===== config.mk =====
export PLATFORM = sky130hd
export DESIGN_NAME = uart_tx_arbiter
export DESIGN_NICKNAME = d
export VERILOG_FILES = /design/src/rtl/uart_arb_pkg.sv /design/src/rtl/rr_arbiter.sv /design/src/rtl/uart_tx_arbiter.sv
export SDC_FILE = /design/constraint.sdc
export NUM_CORES = 1
export LEC_CHECK = 0
export CORE_MARGIN = 2
export CORE_UTILIZATION = 45
export CTS_CLUSTER_SIZE = 40
export DETAILED_ROUTE_END_ITERATION = 8
export MAX_ROUTING_LAYER = met4
export PLACE_DENSITY = 0.86
export SYNTH_ARGS = -nofsm -noshare
export SYNTH_HDL_FRONTEND = slang
export SYNTH_SLANG_ARGS = --single-unit

===== constraint.sdc =====
create_clock -name Clk -period 2.7 [get_ports Clk]
set_input_delay 0.54 -clock Clk [delete_from_list [all_inputs] [get_ports Clk]]
set_output_delay 0.54 -clock Clk [all_outputs]
set_load 0.02 [all_outputs]

===== src/rtl/uart_arb_pkg.sv =====
// Shared definitions for the UART transmit arbiter.
// State encoding, default sizing and 8N1 baud constants.
package uart_arb_pkg;

  typedef enum logic [1:0] {
    IDLE = 2'd0,
    LOAD = 2'd1,
    WAIT = 2'd2,
    HOLD = 2'd3
  } arb_state_t;

  localparam int NREQ_DEF    = 4;
  localparam int DW_DEF      = 8;
  localparam int TIMEOUT_DEF = 4096;

  localparam int CLK_HZ      = 50_000_000;
  localparam int BAUD        = 115_200;
  localparam int BAUD_DIV    = CLK_HZ / BAUD;
  localparam int FRAME_BITS  = 10;

  function automatic int wrap_inc(
    input int v,
    input int n
  );
    return (v + 1 >= n) ? 0 : v + 1;
  endfunction

endpackage


===== src/rtl/rr_arbiter.sv =====
// Combinational round-robin select.
// Picks the first set request at or after the pointer, wrapping.
module rr_arbiter #(
  parameter int N  = 4,
  parameter int IW = (N > 1) ? $clog2(N) : 1
) (
  input  logic [N-1:0]  i_req,
  input  logic [IW-1:0] i_ptr,
  output logic [N-1:0]  o_gnt,
  output logic [IW-1:0] o_idx
);

  logic          w_found;
  logic [IW-1:0] w_j;

  always_comb begin
    o_gnt   = '0;
    o_idx   = '0;
    w_found = 1'b0;
    w_j     = '0;
    for (int i = 0; i < N; i++) begin
      w_j = IW'((int'(i_ptr) + i) % N);
      if (!w_found && i_req[w_j]) begin
        w_found    = 1'b1;
        o_idx      = w_j;
        o_gnt[w_j] = 1'b1;
      end
    end
  end

endmodule


===== src/rtl/uart_tx_arbiter.sv =====
// Round-robin packet arbiter in front of one 8N1 UART transmitter.
// Holds the grant for a whole packet, with a TxDone/stall watchdog.
module uart_tx_arbiter
  import uart_arb_pkg::*;
#(
  parameter int NREQ    = NREQ_DEF,
  parameter int DW      = DW_DEF,
  parameter int TIMEOUT = TIMEOUT_DEF
) (
  input  logic             Clk,
  input  logic             Rst,
  input  logic [NREQ-1:0]  Req,
  input  logic [NREQ*DW-1:0] ReqData,
  input  logic [NREQ-1:0]  ReqLast,
  output logic [NREQ-1:0]  Ack,
  output logic [NREQ-1:0]  Gnt,
  output logic [DW-1:0]    TxData,
  output logic             TxStart,
  input  logic             TxDone,
  output logic             Busy,
  output logic             Err
);

  localparam int IW = $clog2(NREQ);
  localparam int CW = $clog2(TIMEOUT);
  localparam logic [CW-1:0] CNT_MAX = CW'(TIMEOUT - 1);

  arb_state_t      r_state;
  arb_state_t      w_nxt;
  logic [IW-1:0]   r_ptr;
  logic [IW-1:0]   r_sel;
  logic [NREQ-1:0] r_gnt;
  logic [NREQ-1:0] r_ack;
  logic [DW-1:0]   r_data;
  logic            r_last;
  logic            r_start;
  logic            r_err;
  logic [CW-1:0]   r_cnt;

  logic [NREQ-1:0] w_onehot;
  logic [IW-1:0]   w_idx;
  logic            w_tmo;
  logic            w_rel;
  logic            w_err;
  logic            w_clr;

  rr_arbiter #(
    .N  (NREQ),
    .IW (IW)
  ) u_rr (
    .i_req (Req),
    .i_ptr (r_ptr),
    .o_gnt (w_onehot),
    .o_idx (w_idx)
  );

  assign w_tmo = (r_cnt == CNT_MAX);

  always_comb begin
    w_nxt = r_state;
    w_rel = 1'b0;
    w_err = 1'b0;
    w_clr = 1'b0;
    unique case (r_state)
      IDLE: begin
        if (|Req) w_nxt = LOAD;
      end
      LOAD: begin
        w_nxt = WAIT;
        w_clr = 1'b1;
      end
      WAIT: begin
        // TxDone beats a same-cycle timeout
        if (TxDone) begin
          if (r_last) begin
            w_nxt = IDLE;
            w_rel = 1'b1;
          end else begin
            w_nxt = HOLD;
            w_clr = 1'b1;
          end
        end else if (w_tmo) begin
          w_nxt = IDLE;
          w_rel = 1'b1;
          w_err = 1'b1;
        end
      end
      HOLD: begin
        if (Req[r_sel]) begin
          w_nxt = LOAD;
        end else if (w_tmo) begin
          w_nxt = IDLE;
          w_rel = 1'b1;
        end
      end
      default: w_nxt = IDLE;
    endcase
  end

  always_ff @(posedge Clk) begin
    if (Rst) begin
      r_state <= IDLE;
      r_ptr   <= '0;
      r_sel   <= '0;
      r_gnt   <= '0;
      r_ack   <= '0;
      r_data  <= '0;
      r_last  <= 1'b0;
      r_start <= 1'b0;
      r_err   <= 1'b0;
      r_cnt   <= '0;
    end else begin
      r_state <= w_nxt;
      r_ack   <= '0;
      r_start <= 1'b0;
      r_err   <= w_err;
      if (r_state == IDLE && |Req) begin
        r_gnt <= w_onehot;
        r_sel <= w_idx;
      end
      if (r_state == LOAD) begin
        r_data  <= ReqData[int'(r_sel)*DW +: DW];
        r_last  <= ReqLast[r_sel];
        r_ack   <= r_gnt;
        r_start <= 1'b1;
      end
      // Watchdog saturates rather than wrapping
      if (w_clr) begin
        r_cnt <= '0;
      end else if ((r_state == WAIT || r_state == HOLD)
                   && r_cnt != CNT_MAX) begin
        r_cnt <= r_cnt + 1'b1;
      end
      if (w_rel) begin
        r_gnt <= '0;
        r_ptr <= IW'(wrap_inc(int'(r_sel), NREQ));
      end
    end
  end

  assign Ack     = r_ack;
  assign Gnt     = r_gnt;
  assign TxData  = r_data;
  assign TxStart = r_start;
  assign Err     = r_err;
  assign Busy    = (r_state != IDLE);

endmodule


# Yosys cells after proc, flatten, opt, wreduce, memory -nomap -nowiden
# Cells that the tools add are included.
# W data, S select, Z words.
# totals
output_inout_bits,19
regBits,37
input_bits,43
word_cells,104
# classes
eq_ne,6
n_reduce_logical,20
n_mux,47
n_bitwise,5
n_lt_le_gt_ge,10
addsub,5
shift,1
# ops
cell,count
$shiftx A32 B6 Y8,1
$mux W1,20
$mux W2,10
$mux W4,4
$lt A2 B3 Y1 const B,5
$add A12 B1 Y12 const B,1
$bmux W1 S2,6
$eq A12 B12 Y1 const B,1
$ne A12 B12 Y1 const B,1
$or A4 B4 Y4,3
$logic_and A1 B1 Y1,9
$demux W1 S2,4
$ge A2 B1 Y1 const B,4
$pmux W2 S4,1
$reduce_or A2 Y1,3
$add A2 B2 Y2 const B,2
$eq A2 B2 Y1 const B,2
$pmux W1 S2,2
$reduce_or A4 Y1,1
$add A2 B1 Y3 const B,1
$ge A3 B3 Y1 const B,1
$logic_not A1 Y1,3
$reduce_or A3 Y1,1
$add A2 B1 Y2 const B,1
6 further kinds,7

# Depth between registers and ports, before layout
# Gate-level depths: netlist (run 1).
# logic_depth
ltp_word,12
ltp_mapped,8
mapped_depth_nobuf,7

# By module
# A second synthesis (run 1) with hierarchy kept.
# hier_totals
cells_unflattened,254
hier_area_um2,2434.8
# modules_own_cells
mod,cells_each,area_each_um2,instances,seq_area_each_um2
uart_tx_arbiter,189,1945.6,1,740.7
rr_arbiter,65,489.2,1,0.0

# Least setup slack after synthesis (run 1)
# OpenSTA, ideal clock, no wires.
# synth_path
path_kind,register to register
startpoint,register r_ptr[1]
endpoint,"register r_gnt[0], in the netlist Gnt[0]"
required_time_ns,2.614
slack_ns,0.519
t_arrival_ns,2.095
path_stages_with_launch,9
synth_period_minus_slack_ns,2.181
setup_time_ns,0.086
path_buffers,1
cell_sequence,dfxtp_1 -> inv_1 -> ha_1 -> buf_2 -> or3b_1 -> a2111o_1 -> nand3_2 -> a22oi_1 -> a211oi_1
# synth_via
elab_chain_cells,12
word_cells_on_any_way,47
cone_classes,add/sub: 3; order compare: 8; mux: 23; bitwise: 3; reduce/logical: 10
# synth_lines
element,line,rtl
"start, declared",uart_tx_arbiter.sv:30,logic [IW-1:0] r_ptr;
"start signal, assigned",uart_tx_arbiter.sv:136,"r_ptr <= IW'(wrap_inc(int'(r_sel), NREQ));"
"parallel branches: the longest is 11 deep, another holds $lt A2 B3 Y1",n/a,
$mux W4 (*),rr_arbiter.sv:23,if (!w_found && i_req[w_j]) begin
"end signal, assigned",uart_tx_arbiter.sv:118,r_gnt <= w_onehot;
"end, declared",uart_tx_arbiter.sv:32,logic [NREQ-1:0] r_gnt;
# Mark *: on every way between the ends. The select of a mux whose other input is x is not followed.
# A chain may end at the register's enable or synchronous reset.

# Worst setup path in the final report (run 1)
# layout_path
startpoint,register r_state[0]
endpoint,output port Busy
# layout_via
elab_chain_cells,1
# layout_lines
element,line,rtl
"start, declared",uart_tx_arbiter.sv:28,arb_state_t r_state;
"start signal, assigned",uart_tx_arbiter.sv:113,r_state <= w_nxt;
$reduce_bool A2 Y1,uart_tx_arbiter.sv:146,assign Busy = (r_state != IDLE);
"end, declared",uart_tx_arbiter.sv:20,"output logic Busy,"
# Every way passes these cells.

==> results of run 1 <==
## synthesized netlist by cell type, drive strengths merged, types with 6 or more instances
library cell,n,area [µm²]
a22oi,7,52.6
a21oi,11,55.1
nor3,6,30.0
ha,11,138
dfxtp,37,741
xnor2,11,96.3
nor2,34,128
mux2i,14,140
nand3,8,45.0
clkbuf,10,37.5
nand2,9,33.8
mux4,10,229
nor4,7,43.8
inv,9,33.8
## area by class of cell
type / instances / share of cell area [%]
sequential: 37 / 23.9
clock buffer: 5 / 2.22
multi-input combinational: 185 / 46.1
timing repair buffer: 76 / 23.4
tap: 67 / 2.71
clock inverter: 3 / 0.566
inverter: 9 / 1.09
## layer usage
layer  wire length, µm  vias to the layer above
li1                  -                     1044
met3               142                        4
met4                58                        0
met2              2760                       38
met5                 0                        -
met1              2370                      984
## sequential cells by signal, indices dropped and copies added (netlist names)
name     flops
Ack          4
Err          1
Gnt          4
TxData       8
TxStart      1
r_cnt       12
r_last       1
r_ptr        2
r_sel        2
r_state      2
## kinds of logic (layout without fill, tap and decap cells)
logic type	after synthesis	after routing	synth area share (%)
xor+xnor	11	11	4.25
mux	26	26	17.3
simple gates	94	94	21.6
buf+inv	24	93	4.52
compound gates	43	43	13.7
fa+ha+maj	11	11	6.07
flops	37	37	32.7
## worst max-delay path by stage
stage | cells after the start | slack, ps | start | to
after floorplan | 8 | 520 | r_ptr[1] | Gnt[0]
after global placement | 6 | 240 | Req[2] | r_ptr[0]
after detailed placement | 6 | 220 | Req[2] | r_ptr[0]
after CTS | 4 | 430 | r_state[0] | Busy
after global routing | 7 | 230 | r_ptr[1] | Gnt[1]
final | 4 | 440 | r_state[0] | Busy
## power by group
group	switching, W	internal, W	total [W]
Combinational	0.000467	0.000433	0.000900
Sequential	0.0000658	0.000645	0.000711
Clock	0.000188	0.000178	0.000366
Total	0.000721	0.00126	0.00198
## worst max-delay path: stages (launching register included)
cell,delay (ps)
dfxtp_1,390
inv_1,100
ha_1,240
inv_1,100
clkdlybuf4s50_1,600
## stage by stage
step / std cells / setup WS (ps) / hold slack, ps / total power (W)
after detailed placement: 374 / 217 / 480 / 0.00162
after floorplan: 246 / 519 / 470 / 0.00129
after global routing: 382 / 231 / 512 / 0.00211
after CTS: 382 / 435 / 496 / 0.00199
final: 382 / 444 / 499 / 0.00198
after global placement: 374 / 242 / 472 / 0.00160
==> results by group, run 1 <==
Cells and area
  • Ant diodes: 0
  • Layout area overhead: 36.3%
  • Filler Cells Inserted: 403
  • FF/Latch Area: 741 µm²
  • Post-route cell area: 3090 µm²
  • Final #Nets: 368
  • Share of layout cells above drive strength 1: 11.7%
  • Most common cell after layout, fill and taps aside: clkdlybuf4s50_1
  • Most frequent cells in the layout: clkdlybuf4s50_1, dfxtp_1, nor2_1
  • Core Util, Final: 64.6%
  • Multi-input logic area: 1430 µm²

STA
  • Worst Skew: 12.3 ps
  • Setup_tns: 0 ps
  • Worst Tran Pin Value: 738 ps
  • Max Clk Rate: 443 MHz
  • Hold Vio Cnt, Final: 0
  • Rel. slew slack: 50.6%
  • RSZ-0062 raised after global routing: false
  • Tcrit/Tclk final: 83.6%
  • Fin crit period: 2260 ps
  • Max-slew violation count: 0
  • Final setup viols: 0

Floorplan
  • Die Ht: 75 µm
  • Initial Util: 47.4%
  • Boundary pin count: 62
  • Std-Cell Rows: 25
  • Die area: 5630 µm²
  • Total core area: 4790 µm²
  • Die width: 75 µm

Global routing
  • GRT busiest layer: met2
  • First-pass GRT wire length: 9160 µm
  • Met2 global-route usage: 37.0%
  • M1 GR Usage: 25.7%
  • Overflow after GRT: 0
  • Largest net degree at the start of global routing: 15
  • Vias in the first global route: 2117
  • GR met3 Demand/Resource: 3.48%
  • Gr usage total: 21.7%
  • Antenna violations before repair: 0

Synthesis
  • Ys Warns: 0
  • Post-synth EDFFs: 0
  • Synthesized cell area: 2270 µm²
  • Post-synthesis cell type count: 47
  • Syn Inst Count: 246
  • Syn Area/Cell: 9.22 µm²
  • Asr flop ratio synth: 0%
  • Seq/Total Area, Yosys: 32.7%
  • Synth Flop Type: dfxtp_1
  • Flops & latches, synth: 37
  • Syn_nets: 300

Worst hold path
  • Hold depth: 1
  • Hold Path End: Ack[0]
  • Hold Path Origin: Gnt[0]
  • Worst hold path class: flip-flop to flip-flop

Place
  • Hpwl dp: 4120 µm
  • Final Wtd Congestion: 0.927
  • Post-DP Area: 3010 µm²
  • IO buf count: 61

Route
  • Final WL: 5330 µm
  • DRT Pass-1 Iters: 4
  • Post-route ant nets: 0
  • Routed vias/inst: 5.42
  • Initial DRC Count: 91
  • WL/cell: 14.0 µm
  • Routed via count: 2070
  • Remaining DRCs: 0

Setup path
  • Worst reg2reg path endpoint: Gnt[1]
  • Crit. End Element: output pin
  • Crit Reg-Reg Startpoint: r_ptr[1]
  • Critical Path AT: 1720 ps
  • R2R cell count: 7
  • R2r setup slk: 460 ps
  • CP required: 2160 ps
  • Crit Path Category: flip-flop to output pin
  • Startpoint Class: flip-flop
  • Crit-path max FO: 4

Power and ir drop
  • Leakage: 1.10 nW
  • Power per cell area: 639 nW/µm²
  • Peak supply drop: 0.324 mV

CTS
  • Clock Latency Late Sink: 290 ps
  • Cts hold-fix bufs: 0
  • Clock Path Buffers: 2
  • TritonCTS Buffers: 5
  • Htree depth: 2
  • CTS tree: done
  • Root buffer cell: clkbuf_8
  • # resized after CTS: 0
  • CTS sink cnt: 37
  • Clock-pin slew on the worst setup and hold paths: 80 ps
  • Setup bufs post-CTS: 0

Flow run
  • Number of max-cap violations: 0

Run status
  • Status: finished, final reports clean
Note: power is estimated with default switching activity, not from simulation.
==> run 2: changes to the inputs <==
CORE_UTILIZATION = 44   (was 45)
PLACE_DENSITY = 0.88   (was 0.86)
clock period = 1.9 ns   (was 2.7 ns; I/O delays follow)
==> results by group, run 2 (synthesis gave the netlist of run 1 again) <==
Floorplan
  • Boundary pin count: 62 (unchanged)
  • Die Ht: 75.8 µm (+1.1%)
  • Total core area: 5040 µm² (+5.4%)
  • Die width: 75.8 µm (+1.1%)
  • Die area: 5750 µm² (+2.1%)
  • Std-Cell Rows: 26 (+4.0%)
  • Initial Util: 45.0% (-2.4 points)

STA
  • Rel. slew slack: 72.5% (+22 points)
  • Worst Tran Pin Value: 411 ps (-327 ps)
  • Worst Skew: 14.4 ps (+2.04 ps)
  • Final setup viols: 2 (+2)
  • Hold Vio Cnt, Final: 0 (unchanged)
  • Max-slew violation count: 0 (unchanged)
  • RSZ-0062 raised after global routing: true
  • Tcrit/Tclk final: 101%
  • Fin crit period: 1920 ps
  • Setup slack after layout: -16.6 ps (-460 ps)
  • Max Clk Rate: 522 MHz

Power and ir drop
  • Total power: 0.00311 W (+57%)
  • Clock power share: 20.1% (+1.6 points)
  • Power per cell area: 908 nW/µm² (+42%)
  • Sw frac: 35.8% (-0.70 points)
  • Peak supply drop: 0.532 mV (+64%)
  • Psw: 0.00111 W (+54%)
  • Reg power frac: 32.3% (-3.7 points)
  • Comb power frac: 47.5% (+2.0 points)
  • Leakage: 1.29 nW (+17%)
  • Internal: 0.00200 W (+59%)

Cells and area
  • Layout area overhead: 51.0%
  • Biggest register: r_cnt
  • Most frequent cells in the layout: clkdlybuf4s50_1, buf_4, dfxtp_1
  • Filler Cells Inserted: 398 (-1.2%)
  • Ant diodes: 0 (unchanged)
  • Post-route cell area: 3430 µm² (+11%)
  • Post-Layout Cell Count: 410 (+7.3%)
  • Final #Nets: 393 (+6.8%)
  • Core Util, Final: 67.9% (+3.3 points)
  • Most common cell after layout, fill and taps aside: clkdlybuf4s50_1
  • Share of layout cells above drive strength 1: 22.6% (+11 points)
  • Largest register FFs: 12 (unchanged)

Run status
  • Status: finished with violations
  • Violated checks: negative setup slack

CTS
  • Root buffer cell: clkbuf_8
  • Clock Latency Late Sink: 290 ps (about the same)
  • TritonCTS Buffers: 5 (unchanged)
  • CTS sink cnt: 37 (unchanged)
  • CTS tree: done
  • Clock Path Buffers: 2 (unchanged)
  • Cts hold-fix bufs: 0 (unchanged)
  • Clock-pin slew on the worst setup and hold paths: 70 ps (about the same)
  • Htree depth: 2 (unchanged)

Worst hold path
  • Hold depth: 1 (unchanged)
  • Worst hold path class: flip-flop to flip-flop
  • Hold Path End: Ack[0]
  • Hold Path Origin: Gnt[0]

Global routing
  • Largest net degree at the start of global routing: 15 (unchanged)
  • Antenna violations before repair: 0 (unchanged)
  • Vias in the first global route: 2138 (+0.99%)
  • Overflow after GRT: 0 (unchanged)
  • Gr usage total: 21.6% (-0.057 points)
  • First-pass GRT wire length: 9330 µm (+1.8%)

Route
  • Initial DRC Count: 68 (-25%)
  • DRT Pass-1 Iters: 4 (unchanged)
  • Routed vias/inst: 5.41 (-0.21%)
  • Post-route ant nets: 0 (unchanged)
  • WL/cell: 14.0 µm (about the same)
  • Final WL: 5730 µm (+7.4%)
  • Remaining DRCs: 0 (unchanged)
  • Routed via count: 2217 (+7.1%)

Setup path
  • Crit-path max cell delay: 410 ps (-190 ps)
  • CP required: 2110 ps (-50 ps)
  • Worst reg2reg path endpoint: Gnt[1]
  • Critical path, cell by cell: inv_4 -> ha_4 -> or3b_1 -> a2111o_1 -> nand3_4 -> a22oi_2 -> a211oi_2
  • R2r setup slk: -20 ps (-480 ps)
  • Crit Reg-Reg Startpoint: r_ptr[0]
  • Startpoint Class: flip-flop
  • Slowest-stage cell, CP: a2111o_1
  • Crit. End Element: flip-flop
  • Crit Path Category: flip-flop to flip-flop
  • Critical Path AT: 2120 ps (+400 ps)
  • Crit path buf inv count: 1 (-2)
  • Top delay family on crit path: compound AO/OA/AOI/OAI gates
  • Crit-path max FO: 5 (+1)
  • R2R cell count: 7 (unchanged)

Flow run
  • Number of max-cap violations: 0 (unchanged)

Place
  • Post-DP Area: 3210 µm² (+6.8%)
  • Pre-CTS setup slack: -375 ps (-592 ps)
  • Final Wtd Congestion: 0.900 (-2.9%)
  • Post-Place Cells: 400 (+7.0%)
  • IO buf count: 61 (unchanged)
  • Hpwl dp: 4330 µm (+5.1%)
==> run 2: area by class of cell <==
class,count,area (µm²),area share (%)
clock inverters,2,16.3,0.475
repair buffers,101,917,26.8
clock buffers,6,93.8,2.74
well taps,70,87.6,2.56
multi-input cells,185,1520,44.5
inverters,9,38.8,1.13
flip-flops and latches,37,748,21.8
==> run 2: power groups by stage <==
stage | sequential [W] | combinational (W) | clock [W]
floorplan | 0.00113 | 0.000706 | 0
global placement | 0.00101 | 0.00137 | 0
detailed placement | 0.00102 | 0.00140 | 0
CTS | 0.00101 | 0.00142 | 0.000644
global route | 0.00102 | 0.00161 | 0.000675
finish | 0.00101 | 0.00148 | 0.000626
==> run 2: how the worst max path moves through the flow <==
stage / slack [ps] / cells past startpoint / start / endpoint
floorplan: 6 / 8 / r_ptr[0] / Gnt[3]
global placement: -270 / 8 / Req[2] / Gnt[0]
detailed placement: -380 / 8 / Req[2] / Gnt[2]
CTS: -20 / 7 / r_ptr[1] / Gnt[2]
global route: -120 / 7 / r_ptr[0] / Gnt[1]
finish: -20 / 7 / r_ptr[0] / Gnt[1]
==> run 2: through the flow <==
step           hold WS (ps)  setup TNS, ps
2_1_floorplan           470              0
3_3_place_gp            471          -2340
3_5_place_dp            477          -2740
4_1_cts                 502          -16.7
5_1_grt                 525           -431
6_report                499          -17.5
==> run 2: repair_timing <==
action	in CTS	in global routing
resized for setup	8	15
pin swaps	4	7
buffers inserted	0	1
endpoints found under the setup margin	6	7
gates cloned	1	0
==> run 2: metal layers <==
metal | part of all wire [%] | global-route usage, % | vias up
li1 | - | - | 1098
met1 | 43 | 25.9 | 1071
met2 | 52 | 37.0 | 44
met5 | 0 | - | -
met4 | 1.0 | 6.82 | 0
met3 | 3.3 | 3.70 | 4
